[src/rtl/axilite_arb_pkg.sv]
// Shared types and constants for the axilite_master requester arbiter.
//   arb_state_t : arbiter FSM encoding (IDLE, ISSUE, WAIT_DONE)
//   MAX_REQ     : largest supported requester count
//   ADDR_W, DATA_W, STRB_W : AXI-Lite address / data / strobe widths
package axilite_arb_pkg;

    localparam int MAX_REQ = 4;
    localparam int ADDR_W  = 32;
    localparam int DATA_W  = 32;
    localparam int STRB_W  = 4;

    typedef enum logic [1:0] {
        IDLE      = 2'd0,
        ISSUE     = 2'd1,
        WAIT_DONE = 2'd2
    } arb_state_t;

endpackage

[src/rtl/axilite_rr_pick.sv]
// Combinational requester picker.
// Default build: round-robin, the first set bit of req scanning
// ptr, ptr+1, ... modulo NUM_REQ.
// With ARB_FIXED_PRIO_EN defined: strict fixed priority, requester 0
// highest; ptr is ignored.
// Ports:
//   req     [NUM_REQ] in  : request vector
//   ptr     [IDX_W]   in  : round-robin start index
//   gnt_idx [IDX_W]   out : winning requester index (0 when none)
//   gnt_any           out : at least one request is set
module axilite_rr_pick #(
    parameter  int NUM_REQ = 2,
    localparam int IDX_W   = $clog2(NUM_REQ)
) (
    input  logic [NUM_REQ-1:0] req,
    input  logic [IDX_W-1:0]   ptr,
    output logic [IDX_W-1:0]   gnt_idx,
    output logic               gnt_any
);

    always_comb begin
        gnt_idx = '0;
        gnt_any = 1'b0;
`ifdef ARB_FIXED_PRIO_EN
        for (int unsigned i = 0; i < NUM_REQ; i++) begin
            if (!gnt_any && req[i]) begin
                gnt_idx = IDX_W'(i);
                gnt_any = 1'b1;
            end
        end
`else
        for (int unsigned i = 0; i < NUM_REQ; i++) begin
            int unsigned    sum;
            logic [IDX_W-1:0] cand;
            // ptr + i never reaches 2*NUM_REQ, so one subtraction wraps it
            sum = 32'(ptr) + i;
            if (sum >= NUM_REQ) begin
                sum = sum - NUM_REQ;
            end
            cand = IDX_W'(sum);
            if (!gnt_any && req[cand]) begin
                gnt_idx = cand;
                gnt_any = 1'b1;
            end
        end
`endif
    end

endmodule

[src/rtl/axilite_master_arbiter.sv]
// Shares one axilite_master backend (bk_* start/done interface) between
// NUM_REQ requesters, one transaction in flight at a time.
// Arbitration is round-robin; define ARB_FIXED_PRIO_EN for strict fixed
// priority (requester 0 highest). Ports and timing are identical either way.
// Ports:
//   axi_aclk, axi_aresetn           : clock, async active-low reset
//   rq_valid/rq_wr [NUM_REQ]        : per-requester request level and direction
//   rq_addr/rq_wdata [32*NUM_REQ]   : packed payload, requester i at [32i+:32]
//   rq_wstrb [4*NUM_REQ]            : packed byte strobes
//   rq_ready/rq_done [NUM_REQ]      : accept / completion pulses to the grantee
//   rq_rdata [32]                   : read data, valid with rq_done of a read
//   bk_wstart/bk_waddr/bk_wdata/bk_wstrb, bk_wdone : backend write channel
//   bk_rstart/bk_raddr, bk_rdata/bk_rdone          : backend read channel
module axilite_master_arbiter
    import axilite_arb_pkg::*;
#(
    parameter  int NUM_REQ = 2,
    localparam int IDX_W   = $clog2(NUM_REQ)
) (
    input  logic                      axi_aclk,
    input  logic                      axi_aresetn,
    input  logic [NUM_REQ-1:0]        rq_valid,
    input  logic [NUM_REQ-1:0]        rq_wr,
    input  logic [ADDR_W*NUM_REQ-1:0] rq_addr,
    input  logic [DATA_W*NUM_REQ-1:0] rq_wdata,
    input  logic [STRB_W*NUM_REQ-1:0] rq_wstrb,
    output logic [NUM_REQ-1:0]        rq_ready,
    output logic [NUM_REQ-1:0]        rq_done,
    output logic [DATA_W-1:0]         rq_rdata,
    output logic                      bk_wstart,
    output logic [ADDR_W-1:0]         bk_waddr,
    output logic [DATA_W-1:0]         bk_wdata,
    output logic [STRB_W-1:0]         bk_wstrb,
    input  logic                      bk_wdone,
    output logic                      bk_rstart,
    output logic [ADDR_W-1:0]         bk_raddr,
    input  logic [DATA_W-1:0]         bk_rdata,
    input  logic                      bk_rdone
);

    arb_state_t       state, state_nxt;
    logic [IDX_W-1:0] rr_ptr;
    logic [IDX_W-1:0] grant;
    logic             is_wr;
    logic [IDX_W-1:0] pick_idx;
    logic             pick_any;
    logic             done_match;
    logic             capture;

    axilite_rr_pick #(
        .NUM_REQ (NUM_REQ)
    ) u_pick (
        .req     (rq_valid),
        .ptr     (rr_ptr),
        .gnt_idx (pick_idx),
        .gnt_any (pick_any)
    );

    // only the done matching the in-flight direction completes it
    assign done_match = is_wr ? bk_wdone : bk_rdone;
    assign capture    = (state == IDLE) && pick_any;

    always_ff @(posedge axi_aclk or negedge axi_aresetn) begin
        if (!axi_aresetn) begin
            state <= IDLE;
        end else begin
            state <= state_nxt;
        end
    end

    always_comb begin
        state_nxt = state;
        rq_ready  = '0;
        bk_wstart = 1'b0;
        bk_rstart = 1'b0;
        unique case (state)
            IDLE: begin
                if (pick_any) begin
                    state_nxt = ISSUE;
                end
            end
            ISSUE: begin
                bk_wstart       = is_wr;
                bk_rstart       = !is_wr;
                rq_ready[grant] = 1'b1;
                state_nxt       = WAIT_DONE;
            end
            WAIT_DONE: begin
                if (done_match) begin
                    state_nxt = IDLE;
                end
            end
            default: state_nxt = IDLE;
        endcase
    end

    // Payload is loaded straight into the backend output registers on
    // grant, so they present it during ISSUE and hold it afterwards.
    always_ff @(posedge axi_aclk or negedge axi_aresetn) begin
        if (!axi_aresetn) begin
            rr_ptr   <= '0;
            grant    <= '0;
            is_wr    <= 1'b0;
            rq_done  <= '0;
            rq_rdata <= '0;
            bk_waddr <= '0;
            bk_wdata <= '0;
            bk_wstrb <= '0;
            bk_raddr <= '0;
        end else begin
            rq_done <= '0;
            if (capture) begin
                grant <= pick_idx;
                is_wr <= rq_wr[pick_idx];
                if (rq_wr[pick_idx]) begin
                    bk_waddr <= rq_addr[pick_idx*ADDR_W +: ADDR_W];
                    bk_wdata <= rq_wdata[pick_idx*DATA_W +: DATA_W];
                    bk_wstrb <= rq_wstrb[pick_idx*STRB_W +: STRB_W];
                end else begin
                    bk_raddr <= rq_addr[pick_idx*ADDR_W +: ADDR_W];
                end
            end
            if ((state == WAIT_DONE) && done_match) begin
                rq_done[grant] <= 1'b1;
                if (!is_wr) begin
                    rq_rdata <= bk_rdata;
                end
`ifndef ARB_FIXED_PRIO_EN
                rr_ptr <= (grant == IDX_W'(NUM_REQ - 1)) ? '0 : grant + 1'b1;
`endif
            end
        end
    end

endmodule

[config.mk]
export PLATFORM = sky130hd
export DESIGN_NAME = axilite_master_arbiter
export DESIGN_NICKNAME = d
export VERILOG_FILES = /design/src/rtl/axilite_arb_pkg.sv /design/src/rtl/axilite_rr_pick.sv /design/src/rtl/axilite_master_arbiter.sv
export SDC_FILE = /design/constraint.sdc
export NUM_CORES = 1
export LEC_CHECK = 0
export ABC_CLOCK_PERIOD_IN_PS = 3750
export CORE_ASPECT_RATIO = 0.8
export CORE_MARGIN = 5
export CORE_UTILIZATION = 43
export CTS_BUF_LIST = sky130_fd_sc_hd__clkbuf_4 sky130_fd_sc_hd__clkbuf_8 sky130_fd_sc_hd__clkbuf_16
export DETAILED_ROUTE_END_ITERATION = 10
export PLACE_DENSITY = 0.86
export SETUP_SLACK_MARGIN = 0.15
export SYNTH_ARGS = -nofsm -noshare
export SYNTH_HDL_FRONTEND = slang
export SYNTH_HIERARCHICAL = 1
export SYNTH_SLANG_ARGS = --single-unit
[constraint.sdc]
create_clock -name axi_aclk -period 3.75 [get_ports axi_aclk]
set_input_delay 0.375 -clock axi_aclk [delete_from_list [all_inputs] [get_ports axi_aclk]]
set_output_delay 0.375 -clock axi_aclk [all_outputs]
set_load 0.005 [all_outputs]
==> results.json <==
{
  "layout-drive-gt1-share_pct": 34.3,
  "post_cts_buffers": 0,
  "cts_tree": "built",
  "cp_max_fo": 54,
  "placed_area_mm2": 0.00940,
  "synth_seq_cells": 139,
  "clk_pin_slew_ns": 0.06,
  "num_antenna_cells": 0,
  "syn-instance-count": 386,
  "dpl_worst_slack_ns": 1.03,
  "ys_seq_area_share_pct": 56.9,
  "die_w_um": 143,
  "portBuffers": 313,
  "finalMaxSlewViolations": 0,
  "clock-sinks": 139,
  "post_cts_resized": 0,
  "syn-cell-area_mm2": 0.00612,
  "area_delta_synth_final_pct": 63.9,
  "min_period_over_period_pct": 61.1,
  "numCtsBuffers": 17,
  "hold_slack_ns": 0.109,
  "path_buf_inv": 2,
  "rows": 39,
  "postCtsHoldBufs": 0,
  "hold_class": "primary input to asynchronous set/reset pin",
  "synth_edf_count": 0,
  "synth-main-ff-cell": "dfrtp_1",
  "avgViaCountPerCell": 4.89,
  "pin_count": 314,
  "status": "completed",
  "grt_pass1_wl_um": 26100,
  "hpwl_um": 13000,
  "timing.rr.start": "rr_ptr",
  "insertion_delay_ns": 0.42,
  "dieHeight_um": 117,
  "gr-total-overflow": 0,
  "relSlewSlack_pct": 33.3,
  "yosys.cell_count.top_type": "mux2_2",
  "ir_drop_v": 0.000443,
  "netlist_top_cells_area": "dfrtp_1 (57%), mux2_2 (34%), mux2_4 (4.9%), buf_2 (0.82%), buf_4 (0.61%)",
  "fin_crit_ns": 2.29,
  "grt_pass1_vias": 4840,
  "fin_area_mm2": 0.0100,
  "grt_max_degree": 115,
  "nNetsFinal": 877,
  "hold_violations": 0,
  "ant_nets": 0,
  "synth.largest_area_cell": "dfrtp_1",
  "worstSetupEndpointType": "flop",
  "rsz0062_at_grt": "false",
  "setup_viol": 0,
  "tightest_slew_ns": 1.00,
  "antenna_found_initial": 0,
  "critPathArrivalTime_ns": 2.59,
  "drv_cap": 0,
  "yosys.cell_types.count": 21,
  "crit_start": "rq_valid[0]",
  "die-area_mm2": 0.0167,
  "postRouteWirelength_um": 17400,
  "drc": 0,
  "max_freq_mhz": 436,
  "start_kind": "primary input",
  "synth_nets": 562,
  "yosysTopAreaCellShare_pct": 56.9,
  "async_flop_share_pct": 100,
  "ctsLongestPathBuffers": 2,
  "slowest_stage": "buf_4",
  "fin_ws_ns": 1.46,
  "cp.required_ns": 4.04,
  "ys_warn_count": 6,
  "critPathMaxStageDelay_ns": 0.60,
  "skew_ns": 0.00974,
  "drt_iter0_drc": 148,
  "pwr_density_cell_mw_per_mm2": 776,
  "htree_levels": 4,
  "avgSynthCellArea_um2": 15.8,
  "synth_common_cells": "mux2_2 (182), dfrtp_1 (139), mux2_4 (20)",
  "fin_tns_setup_ns": 0,
  "core_area_mm2": 0.0141,
  "place.gp.congestion": 0.807,
  "p_leak_nw": 4.13,
  "track_usage_pct": 20.5,
  "drtPass1Iterations": 4,
  "clock-root-buffer": "clkbuf_16",
  "cp_top_family": "buffers and inverters",
  "num_vias": 4390,
  "cp_cell_sequence": "clkdlybuf4s50_1 > or2_1 > nor3b_4 > nor2b_4 > buf_4 > mux2_2",
  "routedWlPerCell_um": 19.4,
  "worstSetupPathType": "primary input to flop",
  "start_util_pct": 43.4
}
## worst reg2reg max path: stages (launching register included)
cell and delay [ns]:
dfrtp_1 0.35, inv_1 0.07, a21boi_4 0.17, buf_4 0.70, mux2_2 0.53, mux2_2 0.27
## report_power, final
part	switching, mW	internal [mW]	total [mW]	leakage [nW]
combinational	1.04	2.31	3.35	2.18
clock	0.655	1.09	1.74	0.296
sequential	0.422	2.26	2.69	1.65
## metal layers
layer  vias to the layer above  track usage [%]  routed length [µm]
met4                         0             7.53                 349
li1                       2021                -                   -
met1                      2156             21.6                6140
met5                         -                0                   0
met2                       187             37.2                9100
met3                        26             8.47                1820
## path summary, 6_finish.rpt
check                               end  slack (ns)  cells past startpoint
setup reg to reg            bk_raddr[2]        1.57                      5
hold reg to reg            rq_rdata[12]        0.50                      1
hold / removal             bk_wdata[15]        0.11                      1
min in group axi_aclk      rq_rdata[12]        0.50                      1
setup / recovery           bk_wdata[25]        1.46                      6
max in group asynchronous  bk_raddr[11]        2.68                      2
## cells by family after synthesis
group | count (synthesis) | share of synthesized area (%)
simple gates | 15 | 1.60
mux | 203 | 38.6
compound gates | 4 | 0.409
flops | 139 | 56.9
buf+inv | 25 | 2.54
## through the flow
step	utilization, %	cells	power [mW]
floorplan	-	386	4.02
CTS	71.1	898	7.89
detailed placement	66.7	866	6.09
global placement	66.7	866	5.95
global route	71.1	898	8.22
finish	71.1	898	7.77
## flip-flops by register name (all words and copies together), names as in the netlist
| signal | flops |
|---|---|
| bk_waddr | 32 |
| grant | 1 |
| rq_rdata | 32 |
| is_wr | 1 |
| bk_raddr | 32 |
| bk_wdata | 32 |
| rq_done | 2 |
| bk_wstrb | 4 |
| rr_ptr | 1 |
| state | 2 |
## placed cells by master, fill, tap and decap left out, drive strengths merged
master	netlist	routed
nor2b	2	2
buf	18	6
nand2	2	2
clkinvlp	0	3
a21boi	1	1
and2	2	2
clkdlybuf4s50	0	312
o21ai	2	2
o21a	1	1
nor2	4	4
nand2b	2	2
dfrtp	139	139
or2	1	1
mux2	202	202
mux2i	1	1
clkbuf	4	19
bufinv	0	3
nor3b	2	2
clkinv	0	5
inv	3	5
## final cells by class
class	instances	area [µm²]
Multi-Input combinational cell	222	2510
Fill cell	963	4080
Clock buffer	19	453
Tap cell	184	230
Timing Repair Buffer	318	3170
Inverter	3	11.3
Sequential cell	139	3480
Clock inverter	13	166
Note: power is estimated with default switching activity, not from simulation.
